**config.mk**
```make
export PLATFORM = sky130hd
export DESIGN_NAME = uart_tx_buffered
export DESIGN_NICKNAME = d
export VERILOG_FILES = /design/src/rtl/uart_tx_buffered.sv
export SDC_FILE = /design/constraint.sdc
export NUM_CORES = 1
export LEC_CHECK = 0
export ABC_AREA = 1
export BUFFER_PORTS_ARGS = -buffer_cell sky130_fd_sc_hd__buf_2
export CORE_MARGIN = 5
export CORE_UTILIZATION = 50
export CTS_CLUSTER_DIAMETER = 80
export DETAILED_ROUTE_END_ITERATION = 10
export GPL_TIMING_DRIVEN = 0
export PLACE_DENSITY = 0.67
export SLEW_MARGIN = 15
export SYNTH_ARGS = -nofsm -noshare
export SYNTH_HDL_FRONTEND = slang
export SYNTH_SLANG_ARGS = --single-unit
```
**constraint.sdc**
```tcl
create_clock -name clk -period 7.25 [get_ports clk]
set_input_delay 0.3625 -clock clk [delete_from_list [all_inputs] [get_ports clk]]
set_output_delay 0.3625 -clock clk [all_outputs]
set_load 0.01 [all_outputs]
```
**src/rtl/uart_tx_buffered.sv**
```systemverilog
// 8N1 UART transmitter fed by a small byte FIFO over a valid/ready handshake.
// Bytes are popped straight into the shift register so back-to-back frames leave no idle gap.
module uart_tx_buffered #(
   parameter int CLKS_PER_BIT = 868,
   parameter int FIFO_DEPTH   = 4,
   parameter int CNT_W        = 3
) (
   input  logic             clk,
   input  logic             rst_n,
   input  logic [7:0]       tx_data,
   input  logic             tx_valid,
   output logic             tx_ready,
   output logic             UART_tx,
   output logic             busy,
   output logic [CNT_W-1:0] fifo_count
);

   localparam int          PTR_W   = $clog2(FIFO_DEPTH);
   localparam logic [19:0] BAUD_TC = 20'(CLKS_PER_BIT - 1);

   typedef enum logic [1:0] {S_IDLE, S_START, S_DATA, S_STOP} state_t;

   state_t            r_state;
   state_t            w_state_next;
   logic [19:0]       r_baud;
   logic [19:0]       w_baud_next;
   logic [2:0]        r_bit;
   logic [2:0]        w_bit_next;
   logic [7:0]        r_shift;
   logic [7:0]        w_shift_next;
   logic              r_tx;
   logic              w_tx_next;

   logic [7:0]        r_mem [FIFO_DEPTH];
   logic [PTR_W-1:0]  r_wr_ptr;
   logic [PTR_W-1:0]  r_rd_ptr;
   logic [CNT_W-1:0]  r_count;

   logic              w_push;
   logic              w_pop;
   logic              w_nonempty;
   logic              w_tc;

   assign w_nonempty = (r_count != '0);
   assign w_tc       = (r_baud == BAUD_TC);
   assign tx_ready   = (r_count < CNT_W'(FIFO_DEPTH));
   assign w_push     = tx_valid & tx_ready;

   assign UART_tx    = r_tx;
   assign busy       = (r_state != S_IDLE);
   assign fifo_count = r_count;

   // Storage has no reset; only the pointers and count define occupancy.
   always_ff @(posedge clk) begin
      if (w_push) begin
         r_mem[r_wr_ptr] <= tx_data;
      end
   end

   always_ff @(posedge clk or negedge rst_n) begin
      if (!rst_n) begin
         r_wr_ptr <= '0;
         r_rd_ptr <= '0;
         r_count  <= '0;
      end else begin
         if (w_push) begin
            r_wr_ptr <= r_wr_ptr + PTR_W'(1);
         end
         if (w_pop) begin
            r_rd_ptr <= r_rd_ptr + PTR_W'(1);
         end
         case ({w_push, w_pop})
            2'b10:   r_count <= r_count + CNT_W'(1);
            2'b01:   r_count <= r_count - CNT_W'(1);
            default: r_count <= r_count;
         endcase
      end
   end

   always_ff @(posedge clk or negedge rst_n) begin
      if (!rst_n) begin
         r_state <= S_IDLE;
         r_baud  <= '0;
         r_bit   <= '0;
         r_shift <= '0;
         r_tx    <= 1'b1;
      end else begin
         r_state <= w_state_next;
         r_baud  <= w_baud_next;
         r_bit   <= w_bit_next;
         r_shift <= w_shift_next;
         r_tx    <= w_tx_next;
      end
   end

   always_comb begin
      w_state_next = r_state;
      w_baud_next  = w_tc ? '0 : r_baud + 20'd1;
      w_bit_next   = r_bit;
      w_shift_next = r_shift;
      w_pop        = 1'b0;

      case (r_state)
         S_IDLE: begin
            w_baud_next = '0;
            if (w_nonempty) begin
               w_pop        = 1'b1;
               w_shift_next = r_mem[r_rd_ptr];
               w_state_next = S_START;
            end
         end
         S_START: begin
            if (w_tc) begin
               w_state_next = S_DATA;
               w_bit_next   = '0;
            end
         end
         S_DATA: begin
            if (w_tc) begin
               w_shift_next = {1'b0, r_shift[7:1]};
               if (r_bit == 3'd7) begin
                  w_state_next = S_STOP;
               end else begin
                  w_bit_next = r_bit + 3'd1;
               end
            end
         end
         S_STOP: begin
            // A queued byte goes straight into a new start bit with no idle bit between frames.
            if (w_tc) begin
               if (w_nonempty) begin
                  w_pop        = 1'b1;
                  w_shift_next = r_mem[r_rd_ptr];
                  w_state_next = S_START;
               end else begin
                  w_state_next = S_IDLE;
               end
            end
         end
         default: begin
            w_state_next = S_IDLE;
         end
      endcase

      // Line level is registered from the next state so it changes on the same edge as the state.
      case (w_state_next)
         S_START: w_tx_next = 1'b0;
         S_DATA:  w_tx_next = w_shift_next[0];
         default: w_tx_next = 1'b1;
      endcase
   end

endmodule

```
=== Yosys cells after proc, flatten, opt, wreduce, memory -nomap -nowiden ===
Memories as Yosys holds them, arrays and structs flattened.
Cells that the tools add are included.

* Flip-flop bits (word level): 41
* Memory bits (writable): 32
* Input bits: 11
* Output and inout port bits: 6
* Word-level logic and storage cells: 63
* Memories: 1

{| class="wikitable"
|+ Memory list
! name !! depth !! bits a word !! read ports !! clocked after memory_dff !! write ports !! RTL line !! source
|-
| r_mem || 4 || 8 || 1 || 0 || 1 || 34 || <nowiki>logic [7:0] r_mem [FIFO_DEPTH];</nowiki>
|}

* Add/sub/neg operators: 6
* Magnitude comparators: 1
* Equality and inequality tests: 13
* Multiplexer cells: 24
* Bitwise logic cells: 1
* Reductions and logical operators: 8

{| class="wikitable"
|+ Operators with widths
! kind !! number
|-
| $mux 20 || 2
|-
| $mux 8 || 3
|-
| $pmux 8 s3 || 1
|-
| $add 20x1->20 const B || 1
|-
| $eq 20x10->1 const B || 1
|-
| $pmux 3 s2 || 2
|-
| $mux 2 || 5
|-
| $mux 3 || 3
|-
| $eq 2x2->1 const B || 4
|-
| $ne 2x2->1 const B || 4
|-
| $pmux 2 s4 || 1
|-
| $add 3x1->3 const B || 2
|-
| $eq 2x1->1 const B || 3
|-
| $reduce_bool 2->1 || 3
|-
| $reduce_bool 3->1 || 2
|-
| $mux 1 || 5
|-
| $add 2x1->2 const B || 2
|-
| $pmux 1 s2 || 2
|-
| $reduce_and 4->1 || 1
|-
| $eq 3x3->1 const B || 1
|-
| $lt 3x3->1 const B || 1
|-
| $reduce_and 3->1 || 1
|-
| $sub 3x1->3 const B || 1
|-
| $logic_not 2->1 || 1
|-
| $and 1x1->1 || 1
|}

=== Depth between registers and ports, before layout ===
Gate-level depths: netlist (run 1).

* Depth after elaboration: 6
* Depth in mapped cells: 15
* Depth with buffers taken out: 15

=== Worst setup path before layout (run 1) ===
Ideal clock, no wire load.

* Path kind: reg-to-reg
* From: reg r_baud[0]
* To: reg r_count[2] (netlist: fifo_count[2])
* Library setup time: 0.131 ns
* Arrival: 2.337 ns
* Data required time: 7.119 ns
* Path slack: 4.782 ns
* Stages on the path, launching flop included: 16
* Buffers on the path: 0
* Period minus slack after synthesis: 2.468 ns
* Cell sequence: dfrtp_1 -> ha_1 -> inv_1 -> nor2_1 -> nand2_2 -> nor2_4 -> nand3_4 -> o21ai_4 -> nand2_4 -> nor2_4 -> ha_1 -> inv_1 -> fa_1 -> a21oi_1 -> o21ai_0 -> xor2_1

* Cells in the longest elaborated chain, start to end: 5
* Elaborated cells between the ends (all ways): 7
* Those cells by class: eq/ne (3); mux (3); reduce/logical (1)

{| class="wikitable"
|+ Ends and longest elaborated chain
! element !! RTL line !! source
|-
| from (decl) || 25 || <nowiki>logic [19:0] r_baud;</nowiki>
|-
| from (signal assigned) || 89 || <nowiki>r_baud <= w_baud_next;</nowiki>
|-
| $eq 20x10->1 * || 45 || <nowiki>assign w_tc = (r_baud == BAUD_TC);</nowiki>
|-
| $mux 1 * || 130 || <nowiki>if (w_tc) begin</nowiki>
|-
| $pmux 1 s2 * || 103 || <nowiki>case (r_state)</nowiki>
|-
| via w_pop || 40 || <nowiki>logic w_pop;</nowiki>
|-
| $eq 2x1->1 or $eq 2x2->1 (tied branches) || 72 || <nowiki>case ({w_push, w_pop})</nowiki>
|-
| $pmux 3 s2 or $reduce_bool 2->1 (tied branches) || -- ||
|-
| to (signal assigned) || 73 || <nowiki>2'b10: r_count <= r_count + CNT_W'(1);</nowiki>
|-
| to (signal assigned) || 74 || <nowiki>2'b01: r_count <= r_count - CNT_W'(1);</nowiki>
|-
| to (signal assigned) || 75 || <nowiki>default: r_count <= r_count;</nowiki>
|-
| to (decl) || 37 || <nowiki>logic [CNT_W-1:0] r_count;</nowiki>
|}

The timed path passes the listed nets; every way through them passes the cells marked *.
A chain may end at the register's enable or synchronous reset.

=== Final worst setup path (run 1) ===
Same ends and word-level chain as after synthesis.

==> metrics.txt, run 1 <==
pre-CTS WS=4.425 ns; H-tree depth=3; Worst R2R Setup Slack=4.42 ns; sw frac=29.37%; switching pwr=0.2842 mW; Synth Register Bits=73; Final Setup Violations=0; syn_nets=450; RSZ-0062 raised after global routing=false; top-count cell post-synth=nand2_1; sequential share of power=51.0%; total power=0.9674 mW; number of global-route vias before repair=2751; fin cells=555; simple-gate share of the synthesized area=25.51%; Synth top area share=26.44%; residual DRC count=0; yosys synthesis warning count=0; CP cell instances=ha_1, inv_1, nor2_1, nand2_2, nor2_4, nand3_4, o21ai_4, nand2_4, nor2_4, ha_1, inv_1, fa_1, a21oi_1, o21ai_0, xor2_1; Hold Crit Class=in2async; CTS Buf Count=9; compound-gate portion of the synthesized area=7.700%; most frequent cells after synthesis=nand2_1, inv_1, nor2_1; skew final=0.009307 ns; # IOs=17; Worst slew margin=37.46%; max-slew violations=0; WS Path Type=reg2reg; Max clock buf depth=2; Combinational Power Share=13.8%; setup_tns=0 ns; Gate Count Post-Synth=424; Post-synth EDFFs=32; final core utilization=57.30%; Worst Tran Pin Value=0.9381 ns; die height=97.02 µm; cell taking the most area after synthesis=dfrtp_1; vias per cell=4.982; initial detailed-routing violation count=196; GRT Util Overall=16.86%; crit-path max cell delay=0.38 ns; post-CTS setup buffer count=0; Cell Pwr Density=230.3 nW/µm²; synthesized area=3786 µm²; post-route ant nets=0; Fin Hold WS=0.1425 ns; Placed Area=3990 µm²; Vias=2765; Post-synth ARST share=56.16%; initial antenna violation count=0; area growth from synthesis to layout=10.94%; post-synthesis mux area share=0%; internal power=0.6832 mW; Worst IR Drop VDD=0.2053 mV; routed length per placed instance=13.37 µm; Post-Route WL=7420 µm; DR pass1 iterations=4; synth top area cells=dfrtp_1, edfxtp_1, nand2_1; fin crit share=39.10%; crit start category=flip-flop; clock sink count=73; fin area=4200 µm²; Rows=31; Resize count post-CTS=0; status=completed; die width=97.02 µm; Layout Nets=477; Max-Cap Viols=0; clk_lat worst skew=0.36 ns; fraction of the mapped netlist area in adder cells=5.155%; f_max=0.3527 GHz; Syn Area/Cell=8.930 µm²; clock network power share=35.2%; DP HPWL=5179 µm; port bufs=16; post-route minimum period=2.835 ns; CTS clk-pin slew, worst paths=0.09 ns; hold_buf cts=0; layout cells sized above 1=13.60%; Worst Path Arrival=3.07 ns; root buf cell=clkbuf_8; global-route wire length before repair=12900 µm; Most used DFF post-synth=dfrtp_1; worst-path fanout max=8; count of cell types in the netlist=37; die area=9413 µm²; Initial Util=51.65%; Post-Synth XOR/XNOR Area=2.545%; Placed Cells=539; CP Capture Type=flip-flop; core area=7331 µm²; PnR worst setup slack=4.415 ns; Leak=1.905 nW; CTS tree=done; largest net degree at the start of global routing=42; Placer Congestion=0.8335; critical path's slowest cell=dfrtp_1; Final Hold Viols=0; ANT cells=0; gr ovfl total=0; Data required, critical path=7.49 ns; sequential-to-total area share from yosys stat=52.51%; main combinational cell family by area after synthesis=simple AND/OR/NAND/NOR gates
## worst max-delay path: cells and delay by family (launching register included)
kind,cells,cell delay (ns)
xor+xnor,1,0.15
simple gates,6,0.73
flops,1,0.38
buf+inv,2,0.14
fa+ha+maj,3,0.78
compound gates,3,0.53
## registers in the layout (all words and copies together), names as in the netlist
register,flops
r_mem,32
r_baud,20
r_shift,8
fifo_count,3
r_bit,3
r_rd_ptr,2
r_state,2
r_wr_ptr,2
UART_tx,1
## cells in the final DEF, fill, tap and decap left out, drive strengths merged
cell type and count:
nand2 109, inv 55, nor2 53, dfrtp 40, nand3 34, edfxtp 32
o21ai 31, buf 22, ha 14, clkbuf 12, a21oi 10, nor3 10
xor2 8, nor4 3, xnor2 3, nand4 3, o211ai 3, clkinv 3
dfstp 1, a41oi 1, o21a 1, nor3b 1, o21bai 1, o2111ai 1
a22oi 1, a32oi 1, fa 1, clkinvlp 1, bufinv 1
## area by class of cell
| type | instances | area (µm²) |
|---|---|---|
| Sequential cell | 73 | 1988 |
| Tap cell | 99 | 123.9 |
| Inverter | 53 | 201.4 |
| Buffer | 9 | 47.55 |
| Clock inverter | 7 | 86.33 |
| Multi-Input combinational cell | 289 | 1549 |
| Timing Repair Buffer | 16 | 80.08 |
| Fill cell | 631 | 3131 |
| Clock buffer | 9 | 123.9 |
## final timing paths
check | from | endpoint | depth (start not counted)
worst max-delay path | r_baud[0] | fifo_count[2] | 15
worst min-delay path | rst_n | r_baud[12] | 1
worst max register to register | r_baud[0] | fifo_count[2] | 15
worst min register to register | r_baud[0] | r_baud[0] | 1
max in group asynchronous | rst_n | r_wr_ptr[0] | 1
min in group clk | tx_data[3] | r_mem[0][3] | 1
## power groups by stage
| stage | registers [mW] | clock network, mW | logic [mW] |
|---|---|---|---|
| finish | 0.493 | 0.341 | 0.134 |
| global route | 0.498 | 0.365 | 0.156 |
| CTS | 0.493 | 0.349 | 0.137 |
| detailed placement | 0.502 | 0 | 0.138 |
| global placement | 0.500 | 0 | 0.134 |
| floorplan | 0.502 | 0 | 0.0838 |
## per-layer routing
metal  vias to the layer above  share of wire, %  track usage [%]
met2                        43                47            26.91
met5                         -                 0                0
met4                         0               1.7            6.371
met1                      1271                49            22.31
li1                       1440                 -                -
met3                        11               3.2            3.957
## logic make-up (layout without fill, tap and decap cells)
group,Yosys count,after routing
AND/OR/NAND/NOR,213,213
flip-flops,73,73
buffers and inverters,62,94
AO/OA/AOI/OAI,50,50
adder cells (fa/ha/maj),15,15
XOR/XNOR,11,11
Power figures use the tool's default switching activity.
==> run 2, diff against run 1 <==
clock period = 2.9 ns   (was 7.25 ns; I/O delays follow)
==> run 2 against run 1 <==
  * Sequential share of layout area decreased by 1.3 points
  * Register-to-register slack lost 4.1 ns
  * Critical path depth stayed put
  * Critical path type unchanged
  * Largest power group unchanged
==> metrics.txt, run 2 (synthesis gave the netlist of run 1 again) <==
WHS Endpoint=r_wr_ptr[0]; clk_lat worst skew=0.35 ns; initial detailed-routing violation count=188; die width=97.02 µm; CP Capture Type=flip-flop; Initial Util=51.65%; WS Path Type=reg2reg; wire length on met3=221 µm; # IOs=17; max reg flops=32; crit start category=flip-flop; Leak=1.954 nW; skew final=0.01156 ns; Hold Crit Depth=3; post-route minimum period=2.635 ns; global-route wire length before repair=13100 µm; ANT cells=0; Worst R2R Setup Slack=0.27 ns; routed length per placed instance=13.38 µm; gr ovfl total=0; DP HPWL=5179 µm; RSZ-0062 raised after global routing=false; post-route ant nets=0; setup_tns=0 ns; layout cells sized above 1=14.32%; Max-Cap Viols=0; DR pass1 iterations=6; H-tree depth=3; Max clock buf depth=2; WL met1=3696 µm; Post-Route WL=7585 µm; CTS clk-pin slew, worst paths=0.08 ns; worst-path fanout max=4; Rows=31; Final Hold Viols=0; port bufs=16; core area=7331 µm²; GRT Util Overall=17.10%; Top Layer Used=met4; fin crit share=90.85%; Layout Nets=489; Worst Tran Pin Value=0.9412 ns; area growth from synthesis to layout=14.04%; Worst slew margin=37.25%; initial antenna violation count=0; most common cell after layout, fill and taps aside=nand2_1; largest net degree at the start of global routing=42; CTS tree=done; CTS Buf Count=9; Placed Area=3990 µm²; wire length on met2=3585 µm; die height=97.02 µm; die area=9413 µm²; Worst Reg-to-Reg Cells=15; Hold Path Origin=tx_valid; f_max=0.3795 GHz; Worst Path Arrival=2.87 ns; Data required, critical path=3.13 ns; fin area=4318 µm²; Vias=2813; max-slew violations=0; r2r endpoint=fifo_count[2]; Placer Congestion=0.8335; most frequent cells in the layout=nand2_1, inv_1, nor2_1; number of global-route vias before repair=2796; Cell Pwr Density=562.4 nW/µm²; vias per cell=4.961; Worst IR Drop VDD=0.5232 mV; clock sink count=73; status=completed; root buf cell=clkbuf_8; Top Registers=r_mem: 32 flops, r_baud: 20 flops, r_shift: 8 flops; Hold Crit Class=in2reg; Reg2Reg Launch Point=r_baud[0]; Final Setup Violations=0; residual DRC count=0; largest register by flop count=r_mem
-- run 2: cell count changes in the layout (fill, tap and decap cells not counted) --
cell,previous run,this run
nor2_2,4,5
nor2_1,44,43
buf_4,0,3
dlygate4sd3_1,0,9
ha_2,0,1
ha_1,14,13
-- run 2: metrics by stage --
step	hold slack [ns]	instances	setup slack (ns)	power (mW)	util, %
finish	0.2577	567	0.2653	2.428	58.90
global route	0.2874	567	0.04902	2.555	58.90
CTS	0.2355	564	0.03788	2.457	58.53
detailed placement	0.3550	539	0.07471	1.600	54.43
global placement	0.3458	539	0.1548	1.586	54.43
floorplan	-0.1506	424	0.4321	1.465	-
-- run 2: worst max-delay path: stages (launching register included) --
cell and delay, ns:
dfrtp_1 0.38, ha_2 0.21, inv_1 0.07, nor2_2 0.11, nand2_2 0.07, nor2_4 0.14
nand3_4 0.11, o21ai_4 0.19, nand2_4 0.06, nor2_4 0.14, ha_1 0.18, inv_1 0.07
fa_1 0.38, a21oi_1 0.14, o21ai_0 0.10, xor2_1 0.15
-- run 2: worst max path at each step --
stage                     startpoint             to  slack (ns)  depth (start not counted)
after floorplan            r_baud[0]  fifo_count[2]        0.43                         15
after global placement     r_baud[0]  fifo_count[2]        0.15                         15
after detailed placement   r_baud[0]  fifo_count[2]        0.07                         15
after CTS                  r_baud[0]  fifo_count[2]        0.04                         15
after global routing       r_baud[0]  fifo_count[2]        0.05                         15
final                      r_baud[0]  fifo_count[2]        0.27                         15
-- run 2: per-layer routing --
metal | vias up | track usage [%]
li1 | 1463 | -
met1 | 1300 | 22.59
met2 | 41 | 27.39
met3 | 9 | 4.029
met4 | 0 | 6.371
met5 | - | 0
-- run 2: layout make-up --
cell class                      count  area, µm²
Fill cell                         614       3013
Clock buffer                        9      123.9
Sequential cell                    73       1988
Clock inverter                      7      86.33
Multi-Input combinational cell    289       1554
Tap cell                           99      123.9
Inverter                           53      201.4
Timing Repair Buffer               28      192.7
Buffer                              9      47.55
-- run 2: where the power goes --
| part | internal (mW) | total (mW) | leakage [nW] | switching (mW) |
|---|---|---|---|---|
| clock | 0.417 | 0.852 | 0.104 | 0.435 |
| combinational | 0.114 | 0.344 | 1.04 | 0.230 |
| sequential | 1.18 | 1.23 | 0.810 | 0.0475 |
| total | 1.72 | 2.43 | 1.95 | 0.712 |
-- run 2: repair_timing --
item                                    4_1_cts  5_1_grt
hold buffers                                  9        0
resized for setup                             0        2
endpoints found under the setup margin        0        1
hold endpoints to repair                     69        0
buffers inserted                              0        3
==> run 3, diff against run 2 <==
CTS_BUF_LIST = sky130_fd_sc_hd__clkbuf_16   (was unset)
==> run 3 against run 2 <==
  * Sequential share of layout area shrank 0.15 points
  * Wire length shrank 0.33%
  * Power grew 13%
  * Final area grew 0.32%
  * Maximum frequency shrank 1.9%
  * Clock power grew 36%
  * Via count shrank 0.25%
  * Non-clock buffer count shrank 9
  * Combinational power shrank 2%
  * Clock-buffer cell count is the same
  * Register-to-register slack lost 0.05 ns
  * First-iteration DRC count grew 5.9%
  * Largest cell class unchanged
  * Largest power group unchanged
==> metrics.txt, run 3 (synthesis gave the netlist of run 1 again) <==
PnR worst setup slack=0.2141 ns; initial antenna violation count=0; skew final=0.009212 ns; post-route ant nets=0; fillers=616; pre-CTS WS=0.07471 ns; DP HPWL=5179 µm; largest net degree at the start of global routing=42; port bufs=16; Combinational Power Share=12.4%; total power=2.732 mW; WS Path Type=reg2reg; worst-path fanout max=8; register area=1988 µm²; routed length per placed instance=13.55 µm; Multi-input gate area=1554 µm²; residual DRC count=0; Final Setup Violations=0; crit start category=flip-flop; Placer Congestion=0.8335; gr ovfl total=0; Leak=1.962 nW; largest register by flop count=r_mem; layout cells sized above 1=14.38%; sequential share of power=45.2%; most frequent cells in the layout=nand2_1, inv_1, nor2_1; CTS Buf Count=9; root buf cell=clkbuf_16; area growth from synthesis to layout=14.41%; CTS tree=done; Cell Pwr Density=630.7 nW/µm²; CTS clk-pin slew, worst paths=0.07 ns; Vias=2806; fin crit share=92.62%; Worst Path Arrival=2.90 ns; initial detailed-routing violation count=199; core area=7331 µm²; CP Capture Type=flip-flop; post-route minimum period=2.686 ns; DR pass1 iterations=4; internal power=1.980 mW; final core utilization=59.09%; Worst Tran Pin Value=0.9389 ns; switching pwr=0.7523 mW; number of global-route vias before repair=2778; Max clock buf depth=2; H-tree depth=3; global-route wire length before repair=13070 µm; clock sink count=73; f_max=0.3723 GHz; Rows=31; GRT Util Overall=17.04%; die height=97.02 µm; status=completed; Data required, critical path=3.11 ns; Initial Util=51.65%; sw frac=27.54%; max-slew violations=0; # IOs=17; Post-Route WL=7560 µm; Worst slew margin=37.40%; die area=9413 µm²; Hold Crit Class=in2reg; most common cell after layout, fill and taps aside=nand2_1; Fin Hold WS=0.02236 ns; die width=97.02 µm; Top Registers=r_mem: 32 flops, r_baud: 20 flops, r_shift: 8 flops; Worst IR Drop VDD=0.5067 mV; clk_lat worst skew=0.33 ns; vias per cell=5.029; ANT cells=0; max reg flops=32; Final Hold Viols=0; Layout Nets=480; clock network power share=42.4%; Max-Cap Viols=0
-- run 3: layer usage --
metal | wire, µm | part of all wire [%] | global-route usage (%) | vias up
met5 | 0 | 0 | 0 | -
met3 | 257 | 3.4 | 3.741 | 16
met2 | 3581 | 47 | 27.28 | 52
li1 | - | - | - | 1444
met4 | 136 | 1.8 | 6.587 | 0
met1 | 3584 | 47 | 22.59 | 1294
-- run 3: cell type report --
| cell class | instances | area share, % |
|---|---|---|
| Multi-Input combinational cell | 289 | 35.88 |
| Sequential cell | 73 | 45.90 |
| Tap cell | 99 | 2.860 |
| Buffer | 9 | 1.098 |
| Timing Repair Buffer | 19 | 2.426 |
| Clock inverter | 7 | 1.993 |
| Inverter | 53 | 4.650 |
| Clock buffer | 9 | 5.199 |
-- run 3: path summary, 6_finish.rpt --
kind	from	end	slack [ns]	depth (start not counted)
max	r_baud[0]	fifo_count[2]	0.21	15
min	tx_data[3]	r_mem[3][3]	0.02	1
max reg2reg	r_baud[0]	fifo_count[2]	0.21	15
min reg2reg	r_bit[1]	r_bit[1]	0.48	2
max in group asynchronous	rst_n	r_state[0]	1.83	2
min in group asynchronous	rst_n	r_baud[12]	0.50	2
-- run 3: power by group through the flow --
stage	Sequential, mW	Clock [mW]	Combinational, mW
global route	1.24	1.21	0.391
floorplan	1.26	0	0.210
detailed placement	1.26	0	0.345
CTS	1.24	1.17	0.345
global placement	1.25	0	0.335
finish	1.23	1.16	0.338
-- run 3: through the flow --
stage | setup TNS (ns) | area [µm²] | cells
after floorplan | 0 | 3786 | 424
after global placement | 0 | 3990 | 539
after detailed placement | 0 | 3990 | 539
after CTS | 0 | 4312 | 556
after global routing | -0.01769 | 4332 | 558
final | 0 | 4332 | 558
-- run 3: critical path: stages, from the launching register on --
cell     delay (ns)
dfrtp_1        0.36
ha_2           0.21
inv_1          0.07
nor2_2         0.11
nand2_2        0.07
nor2_4         0.14
nand3_4        0.15
o21ai_4        0.21
nand2_4        0.06
nor2_4         0.15
ha_1           0.18
inv_1          0.07
fa_1           0.38
a21oi_1        0.14
o21ai_0        0.10
xor2_1         0.15
-- run 3: timing repair --
action                     CTS  global route
setup endpoints to repair    0             1
buffers inserted             0             2
hold buffers                 1             0
gates resized for setup      0             2
hold endpoints to repair    11             0
